File: config.mk
export PLATFORM = sky130hd
export DESIGN_NAME = video_timing_gen
export DESIGN_NICKNAME = d
export VERILOG_FILES = /design/src/rtl/vidya_timing_pkg.sv /design/src/rtl/video_timing_gen.sv
export SDC_FILE = /design/constraint.sdc
export NUM_CORES = 1
export LEC_CHECK = 0
export ABC_CLOCK_PERIOD_IN_PS = 9900
export BUFFER_PORTS_ARGS = -buffer_cell sky130_fd_sc_hd__buf_2
export CAP_MARGIN = 5
export CORE_ASPECT_RATIO = 0.9
export CORE_MARGIN = 3
export CORE_UTILIZATION = 45
export CTS_CLUSTER_DIAMETER = 40
export CTS_CLUSTER_SIZE = 24
export DETAILED_ROUTE_END_ITERATION = 8
export PLACE_DENSITY = 0.71
export REMOVE_ABC_BUFFERS = 1
export SETUP_SLACK_MARGIN = 0.3
export SYNTH_ARGS = -nofsm -noshare
export SYNTH_HDL_FRONTEND = slang
export SYNTH_SLANG_ARGS = --single-unit
File: constraint.sdc
create_clock -name clk -period 9.9 [get_ports clk]
set_clock_uncertainty 0.1 [all_clocks]
set_input_delay 1.98 -clock clk [delete_from_list [all_inputs] [get_ports clk]]
set_output_delay 1.98 -clock clk [all_outputs]
set_load 0.01 [all_outputs]
File: src/rtl/vidya_timing_pkg.sv
// Video timing package: mode descriptor type, resolution table and lookup.
//   mode_t   : active/porch/sync lengths for both axes plus sync polarities
//              (pol = 1 means the sync pulse is driven high).
//   MODE_TBL : entries 0..2 are 640x480, 800x600, 1280x720; entry 3 is
//              reserved and holds a copy of 640x480.
//   get_mode : resolution select to descriptor, with 3 folded onto 0.
package vidya_timing_pkg;

    localparam int unsigned MODE_CNT_W = 12;

    typedef struct packed {
        logic [MODE_CNT_W-1:0] h_act;
        logic [MODE_CNT_W-1:0] h_fp;
        logic [MODE_CNT_W-1:0] h_sync;
        logic [MODE_CNT_W-1:0] h_bp;
        logic [MODE_CNT_W-1:0] v_act;
        logic [MODE_CNT_W-1:0] v_fp;
        logic [MODE_CNT_W-1:0] v_sync;
        logic [MODE_CNT_W-1:0] v_bp;
        logic                  h_pol;
        logic                  v_pol;
    } mode_t;

    localparam mode_t MODE_TBL [4] = '{
        '{12'd640,  12'd16,  12'd96,  12'd48,  12'd480, 12'd10, 12'd2, 12'd33, 1'b0, 1'b0},
        '{12'd800,  12'd40,  12'd128, 12'd88,  12'd600, 12'd1,  12'd4, 12'd23, 1'b1, 1'b1},
        '{12'd1280, 12'd110, 12'd40,  12'd220, 12'd720, 12'd5,  12'd5, 12'd20, 1'b1, 1'b1},
        '{12'd640,  12'd16,  12'd96,  12'd48,  12'd480, 12'd10, 12'd2, 12'd33, 1'b0, 1'b0}
    };

    function automatic mode_t get_mode(input logic [1:0] res);
        return (res == 2'd3) ? MODE_TBL[0] : MODE_TBL[res];
    endfunction

endpackage

File: src/rtl/video_timing_gen.sv
// Raster timing generator for the TMDS output path (pixel clock domain).
// Ports:
//   clk, rst        pixel clock, synchronous active-high reset
//   res             resolution select, taken at frame boundaries only
//   pix_in/valid    upstream pixel stream; pix_ready marks a consumed slot
//   underflow_clr   clears the sticky underflow flag
//   rgb_out, de     pixel and data-enable to the encoders
//   hsync, vsync    syncs in the current mode's polarity
//   x, y            counter position of the pixel on rgb_out
//   frame_start     one-cycle pulse alongside pixel (0,0)
//   underflow       sticky: a slot was consumed with pix_valid low
module video_timing_gen
    import vidya_timing_pkg::*;
#(
    parameter int unsigned DATA_W = 24,
    parameter int unsigned CNT_W  = 12
) (
    input  logic              clk,
    input  logic              rst,
    input  logic [1:0]        res,
    input  logic [DATA_W-1:0] pix_in,
    input  logic              pix_valid,
    output logic              pix_ready,
    input  logic              underflow_clr,
    output logic [DATA_W-1:0] rgb_out,
    output logic              de,
    output logic              hsync,
    output logic              vsync,
    output logic [CNT_W-1:0]  x,
    output logic [CNT_W-1:0]  y,
    output logic              frame_start,
    output logic              underflow
);

    mode_t            mode_r;
    mode_t            res_mode;
    logic [CNT_W-1:0] h_cnt, v_cnt;
    logic [CNT_W-1:0] h_max, v_max;
    logic [CNT_W-1:0] hs_beg, hs_end, vs_beg, vs_end;
    logic             h_last, v_last;
    logic             in_hs, in_vs;

    always_comb begin
        res_mode  = get_mode(res);
        h_max     = mode_r.h_act + mode_r.h_fp + mode_r.h_sync + mode_r.h_bp - CNT_W'(1);
        v_max     = mode_r.v_act + mode_r.v_fp + mode_r.v_sync + mode_r.v_bp - CNT_W'(1);
        hs_beg    = mode_r.h_act + mode_r.h_fp;
        hs_end    = hs_beg + mode_r.h_sync;
        vs_beg    = mode_r.v_act + mode_r.v_fp;
        vs_end    = vs_beg + mode_r.v_sync;
        h_last    = (h_cnt == h_max);
        v_last    = (v_cnt == v_max);
        in_hs     = (h_cnt >= hs_beg) && (h_cnt < hs_end);
        in_vs     = (v_cnt >= vs_beg) && (v_cnt < vs_end);
        pix_ready = (h_cnt < mode_r.h_act) && (v_cnt < mode_r.v_act);
    end

    always_ff @(posedge clk) begin
        if (rst) begin
            mode_r      <= res_mode;
            h_cnt       <= '0;
            v_cnt       <= '0;
            de          <= 1'b0;
            rgb_out     <= '0;
            x           <= '0;
            y           <= '0;
            frame_start <= 1'b0;
            underflow   <= 1'b0;
            hsync       <= ~res_mode.h_pol;
            vsync       <= ~res_mode.v_pol;
        end else begin
            // Mode swaps on the last pixel of the frame so the new timing
            // takes effect exactly when the counters return to (0,0).
            if (h_last && v_last)
                mode_r <= res_mode;

            if (h_last) begin
                h_cnt <= '0;
                v_cnt <= v_last ? '0 : v_cnt + CNT_W'(1);
            end else begin
                h_cnt <= h_cnt + CNT_W'(1);
            end

            de          <= pix_ready;
            rgb_out     <= (pix_ready && pix_valid) ? pix_in : '0;
            x           <= h_cnt;
            y           <= v_cnt;
            frame_start <= (h_cnt == '0) && (v_cnt == '0);
            hsync       <= in_hs ? mode_r.h_pol : ~mode_r.h_pol;
            vsync       <= in_vs ? mode_r.v_pol : ~mode_r.v_pol;

            if (pix_ready && !pix_valid)
                underflow <= 1'b1;
            else if (underflow_clr)
                underflow <= 1'b0;
        end
    end

endmodule

==> flow_summary.json, run 1 <==
{
  "core_area_sq_um": 12400,
  "cts_made_buffers": 9,
  "timing.rr.end": "mode_r[91]$_SDFFCE_PP0P_",
  "wl_met2_mm": 6.33,
  "yosysUniqueCellTypes": 68,
  "synth_most_common_cell": "ha_1",
  "avgRoutedWirePerCell_microns": 15.9,
  "synthCells": 641,
  "h-tree-depth": 3,
  "synth_top_area_cell": "dfxtp_1",
  "post_dp_cell_area_sq_um": 6410,
  "cp.arrival_ns": 5.36,
  "wl_met3_microns": 888,
  "holdBufCountCts": 0,
  "yosys-top-cells-area": "dfxtp_1, ha_1, xnor2_1, nor2_1, inv_1",
  "ant_nets": 0,
  "rsz0062_at_grt": "false",
  "antenna_cells": 0,
  "async_flop_share_pct": 0,
  "ys.flop_type": "dfxtp_1",
  "fin_hold_ws_ns": 0.392,
  "cp-start-kind": "register",
  "min_period_over_period_pct": 55.3,
  "grt_pass1_wl_mm": 23.2,
  "io_buffers": 83,
  "n_fill_cell": 1114,
  "sequentialPowerShare_pct": 35.3,
  "synth.avg_cell_area_sq_um": 9.15,
  "tightest_slew_ns": 0.968,
  "finalSetupViolations": 0,
  "cap_violations": 0,
  "period_needed_ns": 5.48,
  "critPathKind": "reg2reg",
  "yosys_warnings": 0,
  "syn_area_sq_um": 5870,
  "r2r_cells": 15,
  "critPathCapture": "mode_r[91]$_SDFFCE_PP0P_",
  "routed_via_density": 5.41,
  "design_area_sq_um": 6690,
  "path_clk_slew_ns": 0.06,
  "grt_overflow": 0,
  "cts_tree": "built",
  "ys_ff_latch": 83,
  "grt_start_max_net_pins": 45,
  "synth_top_area_share_pct": 26.3,
  "outcome": "complete, no violations",
  "cts_sinks": 83,
  "dp_hpwl_mm": 11.0,
  "power_leakage_nw": 3.21,
  "root_buffer": "clkbuf_16",
  "dieWidth_microns": 126,
  "vias": 4774,
  "setup.worst_path.start": "mode_r[93]$_SDFFCE_PP1P_",
  "insertion_delay_ns": 0.34,
  "top_layer": "met4",
  "num-nets-final": 844,
  "r2r_setup_slack_ns": 4.42,
  "post-route-util_pct": 53.9,
  "layout-drive-gt1-share_pct": 16.3,
  "synth_edf_count": 6,
  "setup_tns_ns": 0,
  "initial_core_util_pct": 47.3,
  "netSwitchingPower_uw": 349,
  "peakVddDrop_mv": 0.106,
  "relSlewSlack_pct": 35.2,
  "crit_required_ns": 9.78,
  "crit_fanout": 21,
  "max_freq_mhz": 183,
  "antenna_found_initial": 0,
  "firstDrtPassIters": 7,
  "reg2reg_from": "mode_r[93]$_SDFFCE_PP1P_",
  "synthToLayoutAreaGrowth_pct": 13.9,
  "cts_resized": 0,
  "gp_congestion": 0.940,
  "drc_errors": 0,
  "track_usage_pct": 19.8,
  "p_int_uw": 683,
  "worstSetupEndpointType": "register",
  "slew_violations": 0,
  "cts_buffer_depth": 2,
  "die_h_microns": 114,
  "switching_share_pct": 33.8,
  "cts_setup_buffers": 0,
  "grt_pass1_vias": 4673,
  "final-hold-violation-count": 0,
  "synth_common_cells": "ha_1, dfxtp_1, nor2_1",
  "power_frac_clock_pct": 29.8,
  "p_per_area_nw_per_um2": 154,
  "fp-row-count": 38,
  "comb_power_share_pct": 34.9,
  "met1_length_mm": 6.56,
  "ys_seq_area_share_pct": 29.3,
  "hold_path.class": "reg2reg",
  "io_pins": 84,
  "wirelength_mm": 14.0,
  "drt_iter0_drc": 268,
  "die_area_sq_um": 14400
}
## through the flow
stage	worst slack, ns	power [mW]	cells
6_report	4.42	1.03	883
5_1_grt	4.08	1.10	883
4_1_cts	4.46	1.04	883
3_5_place_dp	4.52	0.725	867
3_3_place_gp	4.71	0.710	867
2_1_floorplan	5.12	0.640	623
## power groups by stage
| stage | Clock (mW) | Combinational (mW) | Sequential [mW] |
|---|---|---|---|
| floorplan | 0 | 0.269 | 0.371 |
| global placement | 0 | 0.339 | 0.371 |
| detailed placement | 0 | 0.353 | 0.372 |
| CTS | 0.316 | 0.356 | 0.365 |
| global route | 0.329 | 0.401 | 0.367 |
| finish | 0.307 | 0.360 | 0.365 |
## kinds of logic (layout without fill, tap and decap cells)
kind of cell | Yosys count | after routing | synth area share (%)
and+or+nand+nor | 216 | 216 | 20.2
buffers and inverters | 71 | 153 | 4.99
xor gates and xnor gates | 70 | 70 | 11.6
DFF | 83 | 83 | 29.3
adders and majority gates | 98 | 98 | 21.1
muxes | 2 | 2 | 0.341
AOI/OAI and AO/OA | 100 | 100 | 12.4
other | 1 | 1 | 0.0639
## state kept, by name, summed over array words and instances (netlist names)
register     count
rgb_out         24
y               12
hsync            1
x               12
vsync            1
mode_r           6
v_cnt           12
frame_start      1
de               1
h_cnt           12
underflow        1
## placed cells by master, fill, tap and decap left out, types with 3 or more instances in the layout
master,synthesis,layout
ha_1,94,94
buf_2,2,83
dfxtp_1,77,77
nor2_1,53,53
inv_1,52,52
xnor2_1,45,45
and2_1,27,27
nor2b_1,26,26
a21oi_1,24,24
xor2_1,21,21
nand2_1,21,21
o21ai_0,17,17
nand3_1,16,16
nand4_1,13,13
nor3_1,13,13
nor4_1,12,12
a21o_1,11,11
o21a_1,9,9
clkbuf_16,0,9
and3_1,8,8
nand2b_1,7,7
a211oi_1,6,6
edfxtp_1,6,6
a22oi_1,5,5
or3_1,4,4
clkinv_4,1,3
a31oi_1,3,3
## routing by layer
| metal | global-route usage, % | vias to the layer above |
|---|---|---|
| met1 | 26.5 | 2213 |
| li1 | - | 2386 |
| met3 | 5.69 | 25 |
| met5 | 0 | - |
| met4 | 5.43 | 0 |
| met2 | 31.4 | 150 |
## worst max-delay path: stages, from the launching register on
cell and delay [ns]:
edfxtp_1 0.74, ha_1 0.38, ha_1 0.21, ha_1 0.30, inv_1 0.08, or3_1 0.41
xor2_1 0.31, inv_1 0.17, ha_1 0.25, or3_1 0.31, o32ai_1 0.39, xnor2_1 0.20
nor3_1 0.08, nor4_1 0.49, nand4_4 0.25, o21bai_2 0.45
## final cells by class
cell class	count	area (sq um)	share of cell area (%)
Multi-Input combinational cell	487	3860	57.7
Sequential cell	83	1720	25.8
Timing Repair Buffer	84	423	6.33
Clock buffer	11	243	3.63
Inverter	53	204	3.05
Tap cell	160	200	2.99
Clock inverter	5	36.3	0.543
## worst min path at each step
stage                         from                   to  slack (ns)  depth (start not counted)
2_1_floorplan  h_cnt[0]$_SDFF_PP0_  h_cnt[0]$_SDFF_PP0_        0.35                          1
3_3_place_gp   h_cnt[0]$_SDFF_PP0_  h_cnt[0]$_SDFF_PP0_        0.37                          1
3_5_place_dp   h_cnt[0]$_SDFF_PP0_  h_cnt[0]$_SDFF_PP0_        0.38                          1
4_1_cts        h_cnt[0]$_SDFF_PP0_  h_cnt[0]$_SDFF_PP0_        0.40                          1
5_1_grt        h_cnt[0]$_SDFF_PP0_  h_cnt[0]$_SDFF_PP0_        0.43                          1
6_report       h_cnt[0]$_SDFF_PP0_  h_cnt[0]$_SDFF_PP0_        0.39                          1
(Power assumes the default switching activity.)
==> run 2: changes to the inputs <==
--- a/config.mk
+++ b/config.mk
@@ -5,7 +5,7 @@
 export SDC_FILE = /design/constraint.sdc
 export NUM_CORES = 1
 export LEC_CHECK = 0
-export ABC_CLOCK_PERIOD_IN_PS = 9900
+export ABC_CLOCK_PERIOD_IN_PS = 4800
 export BUFFER_PORTS_ARGS = -buffer_cell sky130_fd_sc_hd__buf_2
 export CAP_MARGIN = 5
 export CORE_ASPECT_RATIO = 0.9
@@ -14,7 +14,7 @@
 export CTS_CLUSTER_DIAMETER = 40
 export CTS_CLUSTER_SIZE = 24
 export DETAILED_ROUTE_END_ITERATION = 8
-export PLACE_DENSITY = 0.71
+export PLACE_DENSITY = 0.74
 export REMOVE_ABC_BUFFERS = 1
 export SETUP_SLACK_MARGIN = 0.3
 export SYNTH_ARGS = -nofsm -noshare
==> constraint.sdc (replaced) <==
create_clock -name clk -period 4.8 [get_ports clk]
set_clock_uncertainty 0.1 [all_clocks]
set_input_delay 0.96 -clock clk [delete_from_list [all_inputs] [get_ports clk]]
set_output_delay 0.96 -clock clk [all_outputs]
set_load 0.01 [all_outputs]
==> run 2 against run 1 <==
Net effect: register-to-register slack worse by 4.0 ns; largest power group is now combinational cells; sequential power is 100% higher; wire length is 5.4% higher; worst setup slack worse by 4.0 ns; global-route usage is 0.32 points higher; sequential cell count stayed put; clock power is 130% higher.
==> flow_summary.json, run 2 (same netlist as run 1, synthesis figures left out) <==
{
  "outcome": "complete, no violations",
  "ant_nets": 0,
  "finalSetupViolations": 0,
  "peakVddDrop_mv": 0.260,
  "gp_congestion": 0.952,
  "grt_pass1_wl_mm": 23.2,
  "crit_required_ns": 4.74,
  "cts_buffer_depth": 2,
  "p_per_area_nw_per_um2": 321,
  "tightest_slew_ns": 0.895,
  "relSlewSlack_pct": 40.1,
  "fp-row-count": 38,
  "grt_pass1_vias": 4704,
  "pre_cts_slack_ns": -0.162,
  "power_leakage_nw": 3.36,
  "cp-start-kind": "register",
  "crit_fanout": 8,
  "cap_violations": 0,
  "io_buffers": 83,
  "cts_sinks": 83,
  "largest_reg_flops": 24,
  "num-nets-final": 871,
  "antenna_cells": 0,
  "core_area_sq_um": 12400,
  "largest-register": "rgb_out",
  "die_area_sq_um": 14400,
  "path_clk_slew_ns": 0.07,
  "critPathKind": "reg2reg",
  "min_period_over_period_pct": 91.6,
  "period_needed_ns": 4.40,
  "crit_chain": "ha_4, ha_2, ha_4, inv_1, or3_4, xor2_2, inv_2, ha_4, or3_4, o32ai_4, xnor2_2, nor3_1, nor4_1, buf_4, nand4_4, o21bai_4",
  "die_h_microns": 114,
  "fin_ws_ns": 0.401,
  "setup_tns_ns": 0,
  "final-hold-violation-count": 0,
  "initial_core_util_pct": 47.3,
  "layout-drive-gt1-share_pct": 22.8,
  "synthToLayoutAreaGrowth_pct": 21.2,
  "design_area_sq_um": 7110,
  "firstDrtPassIters": 5,
  "vias": 4966,
  "root_buffer": "clkbuf_16",
  "antenna_found_initial": 0,
  "cp.arrival_ns": 4.33,
  "worstSetupEndpointType": "register",
  "max_freq_mhz": 227,
  "dp_hpwl_mm": 11.0,
  "slew_violations": 0,
  "avgRoutedWirePerCell_microns": 16.3,
  "drc_errors": 0,
  "drt_iter0_drc": 242,
  "post_dp_cell_area_sq_um": 6500,
  "routed_via_density": 5.46,
  "cts_tree": "built",
  "dieWidth_microns": 126,
  "slowest_stage": "edfxtp_1",
  "path_common_cell": "ha_4",
  "rsz0062_at_grt": "false",
  "final_cell_mix": "ha_1, buf_2, dfxtp_1, nor2_1, inv_1",
  "hold_path.class": "reg2reg",
  "insertion_delay_ns": 0.35,
  "wirelength_mm": 14.8,
  "io_pins": 84,
  "grt_start_max_net_pins": 45,
  "h-tree-depth": 3,
  "n_fill_cell": 1072,
  "track_usage_pct": 20.1,
  "cts_made_buffers": 9,
  "max_stage_delay_ns": 0.51,
  "final_common_cell": "ha_1",
  "grt_overflow": 0
}
run 2: cell types whose count changed in the layout (fill, tap and decap cells not counted), sizes merged:
cell and change:
inv +5, buf +27, clkbuf -2, clkinv -3
run 2: through the flow:
| stage | hold slack [ns] | cells | total power [mW] | util, % |
|---|---|---|---|---|
| global placement | 0.373 | 880 | 1.47 | 52.4 |
| floorplan | 0.346 | 623 | 1.32 | - |
| finish | 0.395 | 910 | 2.28 | 57.3 |
| detailed placement | 0.377 | 880 | 1.50 | 52.4 |
| global route | 0.411 | 910 | 2.42 | 57.3 |
| CTS | 0.400 | 899 | 2.21 | 55.2 |
run 2: power breakdown:
part / switching (mW) / internal [mW] / leakage, nW
Combinational: 0.460 / 0.390 / 2.53
Sequential: 0.0211 / 0.721 / 0.682
Clock: 0.322 / 0.369 / 0.148
run 2: final timing paths:
check	from	to	slack (ns)	cells after the start
setup / recovery	mode_r[91]$_SDFFCE_PP0P_	mode_r[91]$_SDFFCE_PP0P_	0.40	16
hold / removal	h_cnt[0]$_SDFF_PP0_	h_cnt[0]$_SDFF_PP0_	0.40	1
setup reg to reg	mode_r[91]$_SDFFCE_PP0P_	mode_r[91]$_SDFFCE_PP0P_	0.40	16
hold reg to reg	h_cnt[0]$_SDFF_PP0_	h_cnt[0]$_SDFF_PP0_	0.40	1
run 2: final cells by class:
cell class | count | area (sq um) | share of cell area (%)
multi-input combinational | 487 | 4050 | 57.0
sequential | 83 | 1720 | 24.2
timing repair buffer | 111 | 633 | 8.90
clock buffer | 9 | 225 | 3.17
inverter | 53 | 204 | 2.87
tap | 160 | 200 | 2.82
clock inverter | 7 | 73.8 | 1.04
run 2: metal layers:
metal  routed length [microns]  GRT usage, %
met3                      1000          6.20
met2                      6750          31.5
met4                       298          5.79
met5                         0             0
met1                      6740          26.9
run 2: critical path, delay by kind of cell (launching register included):
| kind | cells | cell delay (ns) |
|---|---|---|
| AOI/OAI and AO/OA | 2 | 0.63 |
| xor gates and xnor gates | 2 | 0.34 |
| adders and majority gates | 4 | 0.86 |
| buffers and inverters | 3 | 0.33 |
| DFF | 1 | 0.51 |
| and+or+nand+nor | 5 | 1.31 |
run 2: what timing repair did:
action | 4_1_cts | 5_1_grt
resized for setup | 5 | 30
buffers inserted | 3 | 11
setup endpoints to repair | 30 | 30
pin swaps | 3 | 7
hold buffers | 0 | 0
